$ cat config.mk
export PLATFORM = sky130hd
export DESIGN_NAME = regfile_wb_arbiter_flat
export DESIGN_NICKNAME = d
export VERILOG_FILES = /design/src/rtl/regfile_wb_arbiter_if.sv /design/src/rtl/regfile_wb_arbiter.sv /design/src/flat_wrapper.sv
export SDC_FILE = /design/constraint.sdc
export NUM_CORES = 1
export LEC_CHECK = 0
export ABC_AREA = 1
export BUFFER_PORTS_ARGS = -buffer_cell sky130_fd_sc_hd__buf_2
export CAP_MARGIN = 5
export CELL_PAD_IN_SITES_DETAIL_PLACEMENT = 0
export CELL_PAD_IN_SITES_GLOBAL_PLACEMENT = 1
export CORE_MARGIN = 2
export CORE_UTILIZATION = 28
export DETAILED_ROUTE_END_ITERATION = 10
export HOLD_SLACK_MARGIN = 0.1
export PLACE_DENSITY_LB_ADDON = 0.1
export SETUP_SLACK_MARGIN = 0.5
export SLEW_MARGIN = 20
export SYNTH_ARGS = -nofsm -noshare
export SYNTH_HDL_FRONTEND = slang
export SYNTH_SLANG_ARGS = --single-unit
$ cat constraint.sdc
create_clock -name clk -period 3 [get_ports clk]
set_clock_uncertainty 0.2 [all_clocks]
set_input_delay 0.6 -clock clk [delete_from_list [all_inputs] [get_ports clk]]
set_output_delay 0.6 -clock clk [all_outputs]
set_load 0.01 [all_outputs]
$ cat src/rtl/regfile_wb_arbiter_if.sv
`default_nettype none
// ============================================================================
// regfile_wb_arbiter_if : writeback bus between requesters, register file and
// the writeback arbiter.                                   Revision: 1.0
// ============================================================================
interface regfile_wb_arbiter_if #(
  parameter int ADDR_W = 5,
  parameter int DATA_W = 32,
  parameter int CNT_W  = 16
);
  logic              wb_stall;
  logic              req0_valid;
  logic              req0_ready;
  logic [ADDR_W-1:0] req0_addr;
  logic [DATA_W-1:0] req0_data;
  logic              req1_valid;
  logic              req1_ready;
  logic [ADDR_W-1:0] req1_addr;
  logic [DATA_W-1:0] req1_data;
  logic              rg_wrt_en;
  logic [ADDR_W-1:0] rg_wrt_addr;
  logic [DATA_W-1:0] rg_wrt_data;
  logic [ADDR_W-1:0] rd_addr1;
  logic [ADDR_W-1:0] rd_addr2;
  logic [DATA_W-1:0] rf_rd_data1;
  logic [DATA_W-1:0] rf_rd_data2;
  logic [DATA_W-1:0] rd_data1;
  logic [DATA_W-1:0] rd_data2;
  logic [CNT_W-1:0]  contention_cnt;

  modport slave (
    input  wb_stall,
    input  req0_valid, req0_addr, req0_data,
    input  req1_valid, req1_addr, req1_data,
    input  rd_addr1, rd_addr2, rf_rd_data1, rf_rd_data2,
    output req0_ready, req1_ready,
    output rg_wrt_en, rg_wrt_addr, rg_wrt_data,
    output rd_data1, rd_data2, contention_cnt
  );

  modport master (
    output wb_stall,
    output req0_valid, req0_addr, req0_data,
    output req1_valid, req1_addr, req1_data,
    output rd_addr1, rd_addr2, rf_rd_data1, rf_rd_data2,
    input  req0_ready, req1_ready,
    input  rg_wrt_en, rg_wrt_addr, rg_wrt_data,
    input  rd_data1, rd_data2, contention_cnt
  );
endinterface
`default_nettype wire

$ cat src/rtl/regfile_wb_arbiter.sv
`default_nettype none
// ============================================================================
// regfile_wb_arbiter : round-robin arbiter sharing the register-file write port
// between ALU and load writeback, with x0 suppression and read bypass.
//                                                          Revision: 1.0
// ============================================================================
module regfile_wb_arbiter #(
  parameter int ADDR_W = 5,
  parameter int DATA_W = 32,
  parameter int CNT_W  = 16
) (
  input  wire logic          clk,
  input  wire logic          reset,
  regfile_wb_arbiter_if.slave bus
);

  localparam logic [CNT_W:0] C_CNT_MAX = {1'b0, {CNT_W{1'b1}}};

  logic              last_grant_q;
  logic              wrt_en_q;
  logic [ADDR_W-1:0] wrt_addr_q;
  logic [DATA_W-1:0] wrt_data_q;
  logic [CNT_W-1:0]  cnt_q;

  logic              grant0_w;
  logic              grant1_w;
  logic              xfer_w;
  logic [ADDR_W-1:0] sel_addr_w;
  logic [DATA_W-1:0] sel_data_w;
  logic [1:0]        inc_w;
  logic [CNT_W:0]    cnt_sum_w;
  logic [CNT_W-1:0]  cnt_d;
  logic              wrt_en_d;

  // On a tie the requester that did not win last time is granted.
  always_comb begin
    grant0_w   = 1'b0;
    grant1_w   = 1'b0;
    if (!bus.wb_stall) begin
      grant0_w = bus.req0_valid && (!bus.req1_valid || last_grant_q);
      grant1_w = bus.req1_valid && (!bus.req0_valid || !last_grant_q);
    end
    xfer_w     = grant0_w || grant1_w;
    sel_addr_w = grant1_w ? bus.req1_addr : bus.req0_addr;
    sel_data_w = grant1_w ? bus.req1_data : bus.req0_data;
    wrt_en_d   = xfer_w && (sel_addr_w != '0);
  end

  always_comb begin
    inc_w     = {1'b0, bus.req0_valid && !grant0_w} + {1'b0, bus.req1_valid && !grant1_w};
    cnt_sum_w = {1'b0, cnt_q} + {{(CNT_W-1){1'b0}}, inc_w};
    cnt_d     = (cnt_sum_w > C_CNT_MAX) ? C_CNT_MAX[CNT_W-1:0] : cnt_sum_w[CNT_W-1:0];
  end

  always_ff @(posedge clk or negedge reset) begin
    if (!reset) begin
      last_grant_q <= 1'b1;
      wrt_en_q     <= 1'b0;
      wrt_addr_q   <= '0;
      wrt_data_q   <= '0;
      cnt_q        <= '0;
    end else begin
      wrt_en_q <= wrt_en_d;
      cnt_q    <= cnt_d;
      if (xfer_w) begin
        last_grant_q <= grant1_w;
        wrt_addr_q   <= sel_addr_w;
        wrt_data_q   <= sel_data_w;
      end
    end
  end

  assign bus.req0_ready     = grant0_w;
  assign bus.req1_ready     = grant1_w;
  assign bus.rg_wrt_en      = wrt_en_q;
  assign bus.rg_wrt_addr    = wrt_addr_q;
  assign bus.rg_wrt_data    = wrt_data_q;
  assign bus.contention_cnt = cnt_q;

  // x0 always reads through; wrt_en_q is never set for x0 anyway.
  always_comb begin
    bus.rd_data1 = bus.rf_rd_data1;
    bus.rd_data2 = bus.rf_rd_data2;
    if (wrt_en_q && (bus.rd_addr1 == wrt_addr_q) && (bus.rd_addr1 != '0))
      bus.rd_data1 = wrt_data_q;
    if (wrt_en_q && (bus.rd_addr2 == wrt_addr_q) && (bus.rd_addr2 != '0))
      bus.rd_data2 = wrt_data_q;
  end

endmodule
`default_nettype wire

$ cat src/flat_wrapper.sv
// flat-port wrapper written by rule: the top's interface ports become plain ports
module regfile_wb_arbiter_flat 
#(
  parameter int ADDR_W = 5,
  parameter int DATA_W = 32,
  parameter int CNT_W  = 16
)
  (clk, reset, bus_wb_stall, bus_req0_valid, bus_req0_addr, bus_req0_data, bus_req1_valid, bus_req1_addr, bus_req1_data, bus_rd_addr1, bus_rd_addr2, bus_rf_rd_data1, bus_rf_rd_data2, bus_req0_ready, bus_req1_ready, bus_rg_wrt_en, bus_rg_wrt_addr, bus_rg_wrt_data, bus_rd_data1, bus_rd_data2, bus_contention_cnt);
  regfile_wb_arbiter_if #(.ADDR_W(ADDR_W), .DATA_W(DATA_W), .CNT_W(CNT_W)) bus_i ();
  input  wire logic clk;
  input  wire logic reset;
  input wire logic [$bits(bus_i.wb_stall)-1:0] bus_wb_stall;
  input wire logic [$bits(bus_i.req0_valid)-1:0] bus_req0_valid;
  input wire logic [$bits(bus_i.req0_addr)-1:0] bus_req0_addr;
  input wire logic [$bits(bus_i.req0_data)-1:0] bus_req0_data;
  input wire logic [$bits(bus_i.req1_valid)-1:0] bus_req1_valid;
  input wire logic [$bits(bus_i.req1_addr)-1:0] bus_req1_addr;
  input wire logic [$bits(bus_i.req1_data)-1:0] bus_req1_data;
  input wire logic [$bits(bus_i.rd_addr1)-1:0] bus_rd_addr1;
  input wire logic [$bits(bus_i.rd_addr2)-1:0] bus_rd_addr2;
  input wire logic [$bits(bus_i.rf_rd_data1)-1:0] bus_rf_rd_data1;
  input wire logic [$bits(bus_i.rf_rd_data2)-1:0] bus_rf_rd_data2;
  output wire logic [$bits(bus_i.req0_ready)-1:0] bus_req0_ready;
  output wire logic [$bits(bus_i.req1_ready)-1:0] bus_req1_ready;
  output wire logic [$bits(bus_i.rg_wrt_en)-1:0] bus_rg_wrt_en;
  output wire logic [$bits(bus_i.rg_wrt_addr)-1:0] bus_rg_wrt_addr;
  output wire logic [$bits(bus_i.rg_wrt_data)-1:0] bus_rg_wrt_data;
  output wire logic [$bits(bus_i.rd_data1)-1:0] bus_rd_data1;
  output wire logic [$bits(bus_i.rd_data2)-1:0] bus_rd_data2;
  output wire logic [$bits(bus_i.contention_cnt)-1:0] bus_contention_cnt;
  assign bus_i.wb_stall = bus_wb_stall;
  assign bus_i.req0_valid = bus_req0_valid;
  assign bus_i.req0_addr = bus_req0_addr;
  assign bus_i.req0_data = bus_req0_data;
  assign bus_i.req1_valid = bus_req1_valid;
  assign bus_i.req1_addr = bus_req1_addr;
  assign bus_i.req1_data = bus_req1_data;
  assign bus_i.rd_addr1 = bus_rd_addr1;
  assign bus_i.rd_addr2 = bus_rd_addr2;
  assign bus_i.rf_rd_data1 = bus_rf_rd_data1;
  assign bus_i.rf_rd_data2 = bus_rf_rd_data2;
  assign bus_req0_ready = bus_i.req0_ready;
  assign bus_req1_ready = bus_i.req1_ready;
  assign bus_rg_wrt_en = bus_i.rg_wrt_en;
  assign bus_rg_wrt_addr = bus_i.rg_wrt_addr;
  assign bus_rg_wrt_data = bus_i.rg_wrt_data;
  assign bus_rd_data1 = bus_i.rd_data1;
  assign bus_rd_data2 = bus_i.rd_data2;
  assign bus_contention_cnt = bus_i.contention_cnt;
  regfile_wb_arbiter #(.ADDR_W(ADDR_W), .DATA_W(DATA_W), .CNT_W(CNT_W)) u_core (.clk(clk), .reset(reset), .bus(bus_i));
endmodule
## After elaboration in Yosys (flattened, before gate mapping)

Index checks and enable logic that the tools add are counted.

| storage, ports and cells | value |
|---|---|
| output and inout port bits | 120 |
| bits in registers | 55 |
| input port bits | 153 |
| word-level logic and storage cells | 37 |

| operators by class | value |
|---|---|
| muxes and demuxes | 7 |
| reduce and logical (&&, ||, !) cells | 20 |
| add/sub/neg operators | 2 |
| magnitude comparators | 1 |
| eq/ne operators | 2 |

Operators by type and width:

| operator | number |
|---|---|
| two-way mux 32 bit | 3 |
| adder 16 x 2 -> 17 bit | 1 |
| > comparator 17 x 16 -> 1 bit (second input constant) | 1 |
| two-way mux 16 bit | 1 |
| nonzero test 5 bit | 3 |
| equality test 5 bit | 2 |
| logical AND 1 bit | 9 |
| zero test 1 bit | 5 |
| two-way mux 5 bit | 1 |
| logical OR 1 bit | 3 |
| adder 1 x 1 -> 2 bit | 1 |
| two-way mux 1 bit | 2 |

## Logic depth before layout (Yosys ltp)

Gate-level depths: netlist of run 1.

| depth | value |
|---|---|
| depth after elaboration | 10 |
| gate-level depth with buffers | 15 |
| gate-level depth less buffers | 15 |

## Worst setup path after synthesis of run 1

OpenSTA, ideal clock, no wires.

| timing path | value |
|---|---|
| path type | input port to flip-flop |
| start point | in bus_req0_valid |
| end point | reg u_core.cnt_q[15], in the netlist u_core.bus.contention_cnt[15] |
| data required time | 2,731 ps |
| stages | 14 |
| arrival | 2,514 ps |
| path buffers | 2 |
| library setup time | 69 ps |
| slack | 217 ps |
| cells stage by stage | nand2_1 > nand3_2 > clkbuf_1 > nand2_1 > fa_1 > inv_1 > ha_1 > nand3_2 > nor2_4 > nand2_4 > nor2_4 > nand2_2 > buf_6 > nand3_1 |

| between the ends | value |
|---|---|
| longest elaborated chain between the ends | 10 |
| elaborated cells on any way between the ends | 14 |
| classes of those cells | add/sub (2); order compare (1); mux (3); reduce/logical (8) |

RTL lines:

| item | line | source |
|---|---|---|
| start: declaration | flat_wrapper.sv:13 | `input wire logic [$bits(bus_i.req0_valid)-1:0] bus_req0_valid;` |
| zero test 1 bit | regfile_wb_arbiter.sv:41 | `grant1_w = bus.req1_valid && (!bus.req0_valid \|\| !last_grant_q);` |
| logical OR 1 bit | regfile_wb_arbiter.sv:41 |  |
| logical AND 1 bit | regfile_wb_arbiter.sv:41 |  |
| two-way mux 1 bit | regfile_wb_arbiter.sv:39 | `if (!bus.wb_stall) begin` |
| zero test 1 bit | regfile_wb_arbiter.sv:50 | `inc_w = {1'b0, bus.req0_valid && !grant0_w} + {1'b0, bus.req1_valid && !grant1_w};` |
| logical AND 1 bit | regfile_wb_arbiter.sv:50 |  |
| adder 1 x 1 -> 2 bit (*) | regfile_wb_arbiter.sv:50 |  |
| adder 16 x 2 -> 17 bit (*) | regfile_wb_arbiter.sv:51 | `cnt_sum_w = {1'b0, cnt_q} + {{(CNT_W-1){1'b0}}, inc_w};` |
| > comparator 17 x 16 -> 1 bit | regfile_wb_arbiter.sv:52 | `cnt_d = (cnt_sum_w > C_CNT_MAX) ? C_CNT_MAX[CNT_W-1:0] : cnt_sum_w[CNT_W-1:0];` |
| two-way mux 16 bit (*) | regfile_wb_arbiter.sv:52 |  |
| net u_core.cnt_d[15] | regfile_wb_arbiter.sv:32 | `logic [CNT_W-1:0] cnt_d;` |
| end signal: assignment | regfile_wb_arbiter.sv:64 | `cnt_q <= cnt_d;` |
| end: declaration | regfile_wb_arbiter.sv:23 | `logic [CNT_W-1:0] cnt_q;` |

The timed path passes the listed nets; every way through them passes the cells marked *.
A chain may end at the register's enable or synchronous reset.

## Worst setup path after layout of run 1

| timing path | value |
|---|---|
| start point | reg u_core.wrt_addr_q[3], in the netlist u_core.bus.rg_wrt_addr[3] |
| end point | out bus_rd_data1[9] |

| between the ends | value |
|---|---|
| longest elaborated chain between the ends | 4 |

RTL lines:

| item | line | source |
|---|---|---|
| start: declaration | regfile_wb_arbiter.sv:21 | `logic [ADDR_W-1:0] wrt_addr_q;` |
| start signal: assignment | regfile_wb_arbiter.sv:67 | `wrt_addr_q <= sel_addr_w;` |
| equality test 5 bit | regfile_wb_arbiter.sv:84 | `if (wrt_en_q && (bus.rd_addr1 == wrt_addr_q) && (bus.rd_addr1 != '0))` |
| logical AND 1 bit (2 in a row) | regfile_wb_arbiter.sv:84 |  |
| two-way mux 32 bit | regfile_wb_arbiter.sv:84 |  |
| end: declaration | flat_wrapper.sv:28 | `output wire logic [$bits(bus_i.rd_data1)-1:0] bus_rd_data1;` |

Every way passes these cells.

==> results of run 1 <==
==> per-stage QoR <==
step / cell area (um^2) / hold WS, ps / instances
2_1_floorplan: 4210 / 104 / 625
3_3_place_gp: 5660 / 321 / 1055
3_5_place_dp: 5660 / 338 / 1055
4_1_cts: 5960 / 127 / 1069
5_1_grt: 6020 / 149 / 1073
6_report: 6020 / 113 / 1073
==> per-layer routing <==
layer	track usage [%]	part of all wire (%)	vias to the layer above	wire (um)
met4	5.16	1.7	0	289
met3	6.42	8.5	17	1440
met1	23.9	39	2297	6650
met2	36.9	50	171	8500
li1	-	-	2567	-
met5	0	0	-	0
==> worst max-delay path by stage <==
| stage | startpoint | end | cells past startpoint |
|---|---|---|---|
| after floorplan | bus_req0_valid | u_core.bus.contention_cnt[5]$_DFF_PN0_ | 14 |
| after global placement | bus_wb_stall | u_core.bus.contention_cnt[11]$_DFF_PN0_ | 15 |
| after detailed placement | bus_wb_stall | u_core.bus.contention_cnt[11]$_DFF_PN0_ | 15 |
| after CTS | u_core.bus.rg_wrt_addr[0]$_DFFE_PN0P_ | bus_rd_data1[1] | 10 |
| after global routing | u_core.bus.rg_wrt_addr[4]$_DFFE_PN0P_ | bus_rd_data2[17] | 10 |
| final | u_core.bus.rg_wrt_addr[3]$_DFFE_PN0P_ | bus_rd_data1[9] | 8 |
==> final cells by class <==
type / instances / area [um^2] / share of cell area, %
multi-input cells: 482 / 2390 / 39.7
inverters: 47 / 176 / 2.93
clock inverters: 1 / 30.0 / 0.499
clock buffers: 7 / 133 / 2.20
repair buffers: 297 / 1680 / 27.8
flip-flops and latches: 55 / 1380 / 23.0
well taps: 184 / 230 / 3.83
==> state kept, by name, indices dropped and copies added (netlist names) <==
register,count
u_core.bus.rg_wrt_addr,5
u_core.last_grant_q,1
u_core.bus.rg_wrt_en,1
u_core.bus.rg_wrt_data,32
u_core.bus.contention_cnt,16
==> layout by cell type (no fill, tap or decap), types with 2 or more instances in the layout <==
cell,n
nand2_2,16
xnor2_1,5
nor2_4,5
buf_8,2
o21ai_0,8
nand2_1,260
clkbuf_16,6
buf_12,5
nand3b_1,2
inv_1,37
buf_2,272
nand3_4,2
nand3_1,11
dfrtp_2,4
nor2_2,3
buf_6,3
nor2_1,48
inv_2,10
xor2_1,6
dfrtp_1,50
o21ai_1,4
nand2_4,4
clkbuf_1,2
nand4_1,67
buf_4,13
a31oi_1,32
==> where the power goes <==
part | switching [mW] | internal (mW)
clock | 0.273 | 0.395
sequential | 0.174 | 0.873
combinational | 0.620 | 0.454
==> timing repair <==
action / in CTS / in global routing
buffers inserted: 5 / 3
gates resized for setup: 16 / 3
pin swaps: 1 / 3
cloned: 1 / 1
setup endpoints to repair: 65 / 77
hold endpoints to repair: 0 / 0
==> logic make-up after synthesis <==
kind of cell | after synthesis | share of synthesized area, %
and+or+nand+nor | 423 | 46.1
buffers and inverters | 88 | 10.9
DFF | 55 | 33.3
AOI/OAI and AO/OA | 46 | 6.59
xor gates and xnor gates | 11 | 2.33
adders and majority gates | 2 | 0.786
==> metrics.cfg, run 1 <==
[status]
status = finished clean

[logic_synthesis]
synth_area_um2 = 4140
syn_area_per_cell_um2 = 6.62
synth-async-reset-ratio_pct = 100
synth-edff-count = 0
synth_top_area_share_pct = 32.7
yosys_register_bits = 55
syn-num-nets = 780
synth_ff_type = dfrtp_1
synth_top_area_cell = dfrtp_1
yosys-top-cells-area = dfrtp_1 (33%), nand2_1 (24%), nand4_1 (10%)
synth_cells = 625
netlist_top_cells_count = nand2_1 (264), nand4_1 (67), dfrtp_1 (54)
yosysSeqAreaShare_pct = 33.3
synth.most_common_cell = nand2_1
ys_warn_count = 0
synth_cell_types = 30

[die]
die_y_um = 126
die_area_um2 = 15800
initial_core_util_pct = 28.6
chipWidth_um = 126
io_pins = 273
core_um2 = 14500
rows = 44

[timing]
worst_slew_pin_slew_ps = 631
min_period_ps = 2600
final-setup-viol-count = 0
min_period_over_period_pct = 86.5
fmax_ghz = 0.385
hold_viol_final = 0
slew_violations = 0
tns_ps = 0
fin_ws_ps = 404
rsz0062_at_grt = yes
relSlewSlack_pct = 58.0

[setup_path]
cp_num_buf_inv = 3
required_ps = 2200
cp_slowest_cell = dfrtp_2
critPathLaunchType = flip-flop
crit_fanout = 8
r2r_slack_ps = 630
worstPathCellList = xnor2_1 > nand2_1 > nor2_4 > buf_12 > clkbuf_16 > nand4_1 > nand2_1 > buf_2
worstSetupEndpointType = output port
crit_arrival_ps = 1800
crit_type = flip-flop to output port
crit_family = flip-flops
r2r_cells = 12
max_stage_delay_ps = 470
worstReg2RegStart = u_core.last_grant_q$_DFFE_PN1P_
timing.rr.end = u_core.bus.contention_cnt[14]$_DFF_PN0_
critPathMostFrequentCell = nand2_1

[placed_design]
pre_cts_slack_ps = 303
dp_hpwl_um = 12700
gp_congestion = 0.850
placement.io_buffers = 272

[flow_run]
maxCapViolations = 0

[route]
drt_iter0_drc = 250
wl_per_cell_um = 15.7
routed_wl_um = 16900
vias = 5052
via_per_inst = 4.71
antenna_left = 0
drtPass1Iterations = 4
drc = 0

[global_route]
track_usage_pct = 20.6
grt_pass1_vias = 4876
grt_pass1_wl_um = 26000
grt_max_degree = 42
antenna_found_initial = 1
grt-ovfl-total = 0

[clocking]
cts_root_buf = clkbuf_16
path_clk_slew_ps = 70
cts_tree = done
clock-sinks = 55
clk_latency_ps = 300
htreeDepth = 2
cts_buffers = 5
cts_buffer_depth = 2
hold_buffers = 0

[cells_and_area]
area_growth_pct = 45.5
final_nets = 1043
antenna_cells = 0
final_util_pct = 41.6
fill_cells = 1556
drive_above_1_share_pct = 39.9

[hold_path]
hold_path_class = primary input to async pin

[power]
powerDensity_nw_per_um2 = 463
p_total_mw = 2.79
ir_drop_uv = 360
power_leakage_nw = 3.40

No activity file was read; power rests on OpenSTA's default activity.
==> run 2: changes to the inputs <==
- SETUP_SLACK_MARGIN: 0.5 -> 0.05
==> run 2 against run 1 <==
  * Power increased by 0.66%
  * Maximum frequency decreased by 4.9%
  * Flip-flop and latch count unchanged
  * Critical path type unchanged
  * Critical path depth unchanged
  * Utilization decreased by 1.4 points
  * Clock power increased by 12%
  * Register-to-register slack got worse by 170 ps
  * Sequential power about the same
  * Non-clock buffer count decreased by 9
  * Combinational power decreased by 6%
  * Largest power group is now sequential cells
  * Final area decreased by 3.4%
==> metrics.cfg, run 2 (same netlist as run 1, synthesis figures left out) <==
[status]
status = finished clean

[timing]
fmax_ghz = 0.366  ; -4.9%
holdWs_ps = 325  ; +212 ps
min_period_ps = 2730  ; +134 ps
min_period_over_period_pct = 91.0  ; +4.5 points
rsz0062_at_grt = no
relSlewSlack_pct = 64.0  ; +6.1 points
slew_violations = 0  ; unchanged
hold_viol_final = 0  ; unchanged
final-setup-viol-count = 0  ; unchanged
tns_ps = 0  ; unchanged
worst_slew_pin_slew_ps = 537  ; -93.1 ps

[setup_path]
cp_num_buf_inv = 2  ; -1
crit_family = simple AND/OR/NAND/NOR gates
crit_fanout = 22  ; +14
worstPathCellList = nor2_1 > nand2_1 > nand2_1 > nand2_2 > buf_4 > nand4_1 > nand2_1 > buf_2
required_ps = 2200  ; about the same
cp_slowest_cell = dfrtp_1
r2r_slack_ps = 460  ; -170 ps
worstSetupEndpointType = output port
max_stage_delay_ps = 480  ; about the same
critPathLaunchType = flip-flop
crit_type = flip-flop to output port
crit_arrival_ps = 1930  ; +130 ps
critPathMostFrequentCell = nand2_1

[route]
drtPass1Iterations = 5  ; +1
antenna_left = 0  ; unchanged
routed_wl_um = 16900  ; -0.15%
drt_iter0_drc = 275  ; +10%
wl_per_cell_um = 15.8  ; +0.60%
vias = 5064  ; +0.24%
drc = 0  ; unchanged
via_per_inst = 4.75  ; +0.99%

[flow_run]
maxCapViolations = 0  ; unchanged

[clocking]
cts_buffers = 5  ; unchanged
cts_tree = done
cts_buffer_depth = 2  ; unchanged
clk_latency_ps = 290  ; about the same
path_clk_slew_ps = 70  ; about the same
cts_root_buf = clkbuf_16
htreeDepth = 2  ; unchanged
clock-sinks = 55  ; unchanged

[global_route]
antenna_found_initial = 1  ; unchanged
track_usage_pct = 20.7  ; +0.042 points
grt_pass1_wl_um = 26500  ; +2.2%
grt_pass1_vias = 4934  ; +1.2%
grt_max_degree = 42  ; unchanged
grt-ovfl-total = 0  ; unchanged

[cells_and_area]
final_cell_mix = buf_2 (272), nand2_1 (264), nand4_1 (67)
drive_above_1_share_pct = 38.0  ; -2.0 points
area_growth_pct = 40.6
layout_commonest_cell = buf_2
fill_cells = 1623  ; +4.3%
layout.cells.non_filler = 1065  ; -0.75%
final_nets = 1034  ; -0.86%
final_util_pct = 40.2  ; -1.4 points
largest_register_ffs = 32  ; unchanged

[placed_design]
dp_cells = 1055  ; unchanged
placement.io_buffers = 272  ; unchanged
gp_congestion = 0.871  ; +2.6%
dp_hpwl_um = 13100  ; +2.9%

[die]
chipWidth_um = 126  ; unchanged
io_pins = 273  ; unchanged
die_y_um = 126  ; unchanged
core_um2 = 14500  ; unchanged
initial_core_util_pct = 28.6  ; unchanged
rows = 44  ; unchanged
die_area_um2 = 15800  ; unchanged

[power]
powerDensity_nw_per_um2 = 483  ; +4.2%
ir_drop_uv = 325  ; -9.8%
power_leakage_nw = 3.31  ; -2.7%

[hold_path]
hold_path_class = flip-flop to flip-flop

## run 2: through the flow
stage	cell area (um^2)	setup WS [ps]	power, mW
after floorplan	4140	217	1.60
after global placement	5610	246	2.08
after detailed placement	5610	194	2.09
after CTS	5810	96.0	2.84
after global routing	5810	99.8	3.01
final	5820	271	2.81
## run 2: layer usage
| layer | vias up | share of wire [%] | global-route usage [%] |
|---|---|---|---|
| met5 | - | 0 | 0 |
| met4 | 0 | 0.28 | 2.29 |
| met3 | 2 | 6.0 | 3.59 |
| met2 | 171 | 50 | 36.9 |
| met1 | 2349 | 43 | 27.1 |
| li1 | 2542 | - | - |
## run 2: repair_timing
item	4_1_cts	5_1_grt
hold endpoints to repair	13	0
hold buffers	1	0
setup buffers	0	0
resized for setup	0	2
endpoints found under the setup margin	0	32
## run 2: cell type report
class | count | area, um^2 | share of cell area (%)
clock buffer | 5 | 125 | 2.15
clock inverter | 3 | 67.6 | 1.16
timing repair buffer | 288 | 1530 | 26.2
antenna | 1 | 2.50 | 0.0430
tap | 184 | 230 | 3.96
inverter | 47 | 176 | 3.03
sequential | 55 | 1380 | 23.7
multi-input combinational | 482 | 2310 | 39.7
## run 2: final timing paths
kind | startpoint | to | cells after the start
setup / recovery | u_core.bus.rg_wrt_addr[0]$_DFFE_PN0P_ | bus_rd_data2[8] | 8
hold / removal | u_core.last_grant_q$_DFFE_PN1P_ | u_core.last_grant_q$_DFFE_PN1P_ | 2
setup reg to reg | u_core.last_grant_q$_DFFE_PN1P_ | u_core.bus.contention_cnt[15]$_DFF_PN0_ | 12
hold reg to reg | u_core.last_grant_q$_DFFE_PN1P_ | u_core.last_grant_q$_DFFE_PN1P_ | 2
max in group asynchronous | reset | u_core.last_grant_q$_DFFE_PN1P_ | 3
min in group asynchronous | reset | u_core.bus.rg_wrt_data[24]$_DFFE_PN0P_ | 2
## run 2: report_power, final
group	switching [mW]	internal, mW	total, mW
clock	0.268	0.478	0.747
combinational	0.602	0.412	1.01
sequential	0.176	0.871	1.05
## run 2: tightest hold or removal path: cells and delay by family, from the launching register on
family          cells  cell delay [ps]
flops               1              380
compound gates      1               80
buf+inv             1               60
==> run 3: changes to the inputs <==
- ABC_AREA: 1 -> unset
- CORE_UTILIZATION: 28 -> 29
==> run 3 against run 2 <==
  * Flip-flop and latch count unchanged
  * Sequential share of layout area up 0.11 points
  * Count of clock-buffer cells in the layout did not move
  * Sequential power about the same
  * Highest routed layer unchanged
==> metrics.cfg, run 3 <==
[setup_path]
worstSetupEndpointType = output port
max_stage_delay_ps = 470  ; about the same
worstPathCellList = xnor2_2 > nand2_1 > a211oi_4 > buf_6 > buf_12 > mux2_4 > buf_2
timing.rr.end = u_core.bus.contention_cnt[12]$_DFF_PN0_
worstReg2RegStart = u_core.last_grant_q$_DFFE_PN1P_
r2r_slack_ps = 530  ; +70 ps
cp_slowest_cell = dfrtp_2
crit_arrival_ps = 2110  ; +180 ps
crit_fanout = 6  ; -73%
crit_type = flip-flop to output port
critPathLaunchType = flip-flop
required_ps = 2200  ; about the same
r2r_cells = 9  ; -3

[logic_synthesis]
syn_area_per_cell_um2 = 11.0  ; +66%
synth_top_area_cell = dfrtp_1
synth.most_common_cell = mux2_4
synth_top_area_share_pct = 35.6  ; +2.9 points
syn-num-nets = 501  ; -36%
synth_cells = 346  ; -45%
synth-edff-count = 0  ; unchanged
yosys-top-cells-area = dfrtp_1 (36%), mux2_4 (24%), mux2i_1 (9.8%)
synth_cell_types = 37  ; +23%
synth_area_um2 = 3790  ; -8.3%
netlist_top_cells_count = mux2_4 (60), nand2_1 (58), dfrtp_1 (54)
synth_ff_type = dfrtp_1
yosys_register_bits = 55  ; unchanged
ys_warn_count = 0  ; unchanged
yosysSeqAreaShare_pct = 36.3  ; +3.0 points
synth-async-reset-ratio_pct = 100  ; unchanged

[power]
p_switching_uw = 837  ; -20%
power_leakage_nw = 3.18  ; -3.9%
switching_share_pct = 32.9  ; -4.3 points
ir_drop_uv = 300  ; -7.5%
p_int_mw = 1.70  ; -3.3%
comb_power_share_pct = 33.4  ; -2.7 points
seqPwrFrac_pct = 40.6  ; +3.3 points
powerDensity_nw_per_um2 = 438  ; -9.4%
p_clk_share_pct = 26.0  ; -0.6 points

[route]
wl_per_cell_um = 16.7  ; +5.3%
via_per_inst = 4.45  ; -6.4%
antenna_left = 0  ; unchanged
drt_iter0_drc = 103  ; -63%
vias = 3557  ; -30%
drc = 0  ; unchanged
drtPass1Iterations = 4  ; -1
routed_wl_um = 13300  ; -21%

[placed_design]
gp_congestion = 0.800  ; -8.2%
placement.io_buffers = 272  ; unchanged
dp_hpwl_um = 10000  ; -24%
dp_cells = 783  ; -26%

[cells_and_area]
final_util_pct = 45.6  ; +5.5 points
drive_above_1_share_pct = 61.9  ; +24 points
largest_register_ffs = 32  ; unchanged
layout.cells.non_filler = 799  ; -25%
final_cell_mix = buf_2 (270), mux2_4 (63), nand2_1 (58)
antenna_cells = 0  ; -1
area_growth_pct = 53.0
fill_cells = 1284  ; -21%
final_nets = 781  ; -24%
layout_commonest_cell = buf_2

[status]
status = finished clean

[timing]
min_period_ps = 2910  ; +182 ps
rsz0062_at_grt = yes
fmax_ghz = 0.343  ; -6.2%
relSlewSlack_pct = 51.3  ; -13 points
worst_slew_pin_slew_ps = 730  ; +192 ps
hold_viol_final = 0  ; unchanged
slew_violations = 0  ; unchanged
tns_ps = 0  ; unchanged
final-setup-viol-count = 0  ; unchanged
min_period_over_period_pct = 97.0  ; +6.1 points

[die]
rows = 41  ; -6.8%
core_um2 = 12700  ; -12%
initial_core_util_pct = 29.8  ; +1.3 points
die_y_um = 118  ; -5.7%
io_pins = 273  ; unchanged
die_area_um2 = 14000  ; -11%
chipWidth_um = 118  ; -5.7%

[global_route]
grt_pass1_vias = 3620  ; -27%
track_usage_pct = 17.9  ; -2.8 points
antenna_found_initial = 0  ; -1
grt_max_degree = 50  ; +19%
grt-ovfl-total = 0  ; unchanged
grt_pass1_wl_um = 19900  ; -25%

[clocking]
clock-sinks = 55  ; unchanged
path_clk_slew_ps = 70  ; about the same
htreeDepth = 2  ; unchanged
cts_buffer_depth = 2  ; unchanged
hold_buffers = 0  ; -1
cts_buffers = 5  ; unchanged
cts_tree = done
cts_root_buf = clkbuf_16
clk_latency_ps = 290  ; about the same

[hold_path]
hold_path_class = primary input to async pin

[flow_run]
maxCapViolations = 0  ; unchanged

==> run 3: cell types whose count changed in the layout (fill, tap and decap cells not counted), sizes merged, moves of 7 or more <==
cell / before / now
xnor2: 5 / 17
nor2: 56 / 7
inv: 47 / 6
mux2i: 0 / 37
o21ai: 12 / 40
nand3: 14 / 7
a31oi: 32 / 2
nand2: 281 / 58
nand4: 69 / 1
mux2: 0 / 66
==> run 3: final cells by class <==
type	instances	area [um^2]	area share [%]
well taps	172	215	3.71
clock buffers	5	125	2.16
inverters	6	22.5	0.388
clock inverters	3	43.8	0.754
flip-flops and latches	55	1380	23.8
multi-input cells	265	2350	40.5
repair buffers	293	1670	28.7
==> run 3: power by group through the flow <==
stage / sequential (mW) / clock, mW / combinational, mW
floorplan: 1.06 / 0 / 0.398
global placement: 1.04 / 0 / 0.820
detailed placement: 1.04 / 0 / 0.830
CTS: 1.03 / 0.692 / 0.842
global route: 1.06 / 0.717 / 0.931
finish: 1.03 / 0.661 / 0.848
==> run 3: worst max path at each step <==
stage / from / slack [ps] / to
2_1_floorplan: bus_wb_stall / 90 / u_core.bus.contention_cnt[13]$_DFF_PN0_
3_3_place_gp: bus_rd_addr2[0] / 130 / bus_rd_data2[12]
3_5_place_dp: bus_rd_addr2[3] / 100 / bus_rd_data2[12]
4_1_cts: u_core.bus.rg_wrt_addr[0]$_DFFE_PN0P_ / 30 / bus_rd_data2[1]
5_1_grt: u_core.bus.rg_wrt_addr[0]$_DFFE_PN0P_ / 7 / bus_rd_data2[12]
6_report: u_core.bus.rg_wrt_addr[1]$_DFFE_PN0P_ / 90 / bus_rd_data1[12]
==> run 3: timing repair <==
item                                    CTS  global route
pin swaps                                 5             7
setup buffers                             3             1
gates cloned                              2             3
endpoints found under the setup margin   64            51
gates resized for setup                   7            19
==> run 3: per-stage QoR <==
step           hold slack (ps)  setup slack (ps)  power [mW]  area [um^2]
3_5_place_dp               307               103        1.87         5380
4_1_cts                    164              31.9        2.56         5660
3_3_place_gp               295               128        1.86         5380
6_report                   133              88.7        2.54         5810
2_1_floorplan              104              85.1        1.46         3790
5_1_grt                    182              6.69        2.70         5810
==> run 3: metal layers <==
| metal | global-route usage, % | up-vias | part of all wire [%] |
|---|---|---|---|
| li1 | - | 1771 | - |
| met1 | 21.9 | 1638 | 41 |
| met2 | 33.1 | 140 | 52 |
| met3 | 3.33 | 8 | 6.4 |
| met4 | 2.68 | 0 | 0.80 |
| met5 | 0 | - | 0 |
==> run 3: critical path, delay by kind of cell, from the launching register on <==
family	cells	cell delay, ps
compound gates	1	240
flops	1	470
simple gates	1	110
xor+xnor	1	180
buf+inv	3	470
mux	1	340
==> run 3: logic make-up (layout without fill, tap and decap cells) <==
group	after synthesis	after routing	share of synthesized area, %
multiplexers	103	103	35.3
AND/OR/NAND/NOR	91	91	10.5
adder cells (fa/ha/maj)	2	2	0.857
XOR/XNOR	17	17	4.12
AO/OA/AOI/OAI	52	52	8.74
flip-flops	55	55	36.3
buffers and inverters	26	307	4.19
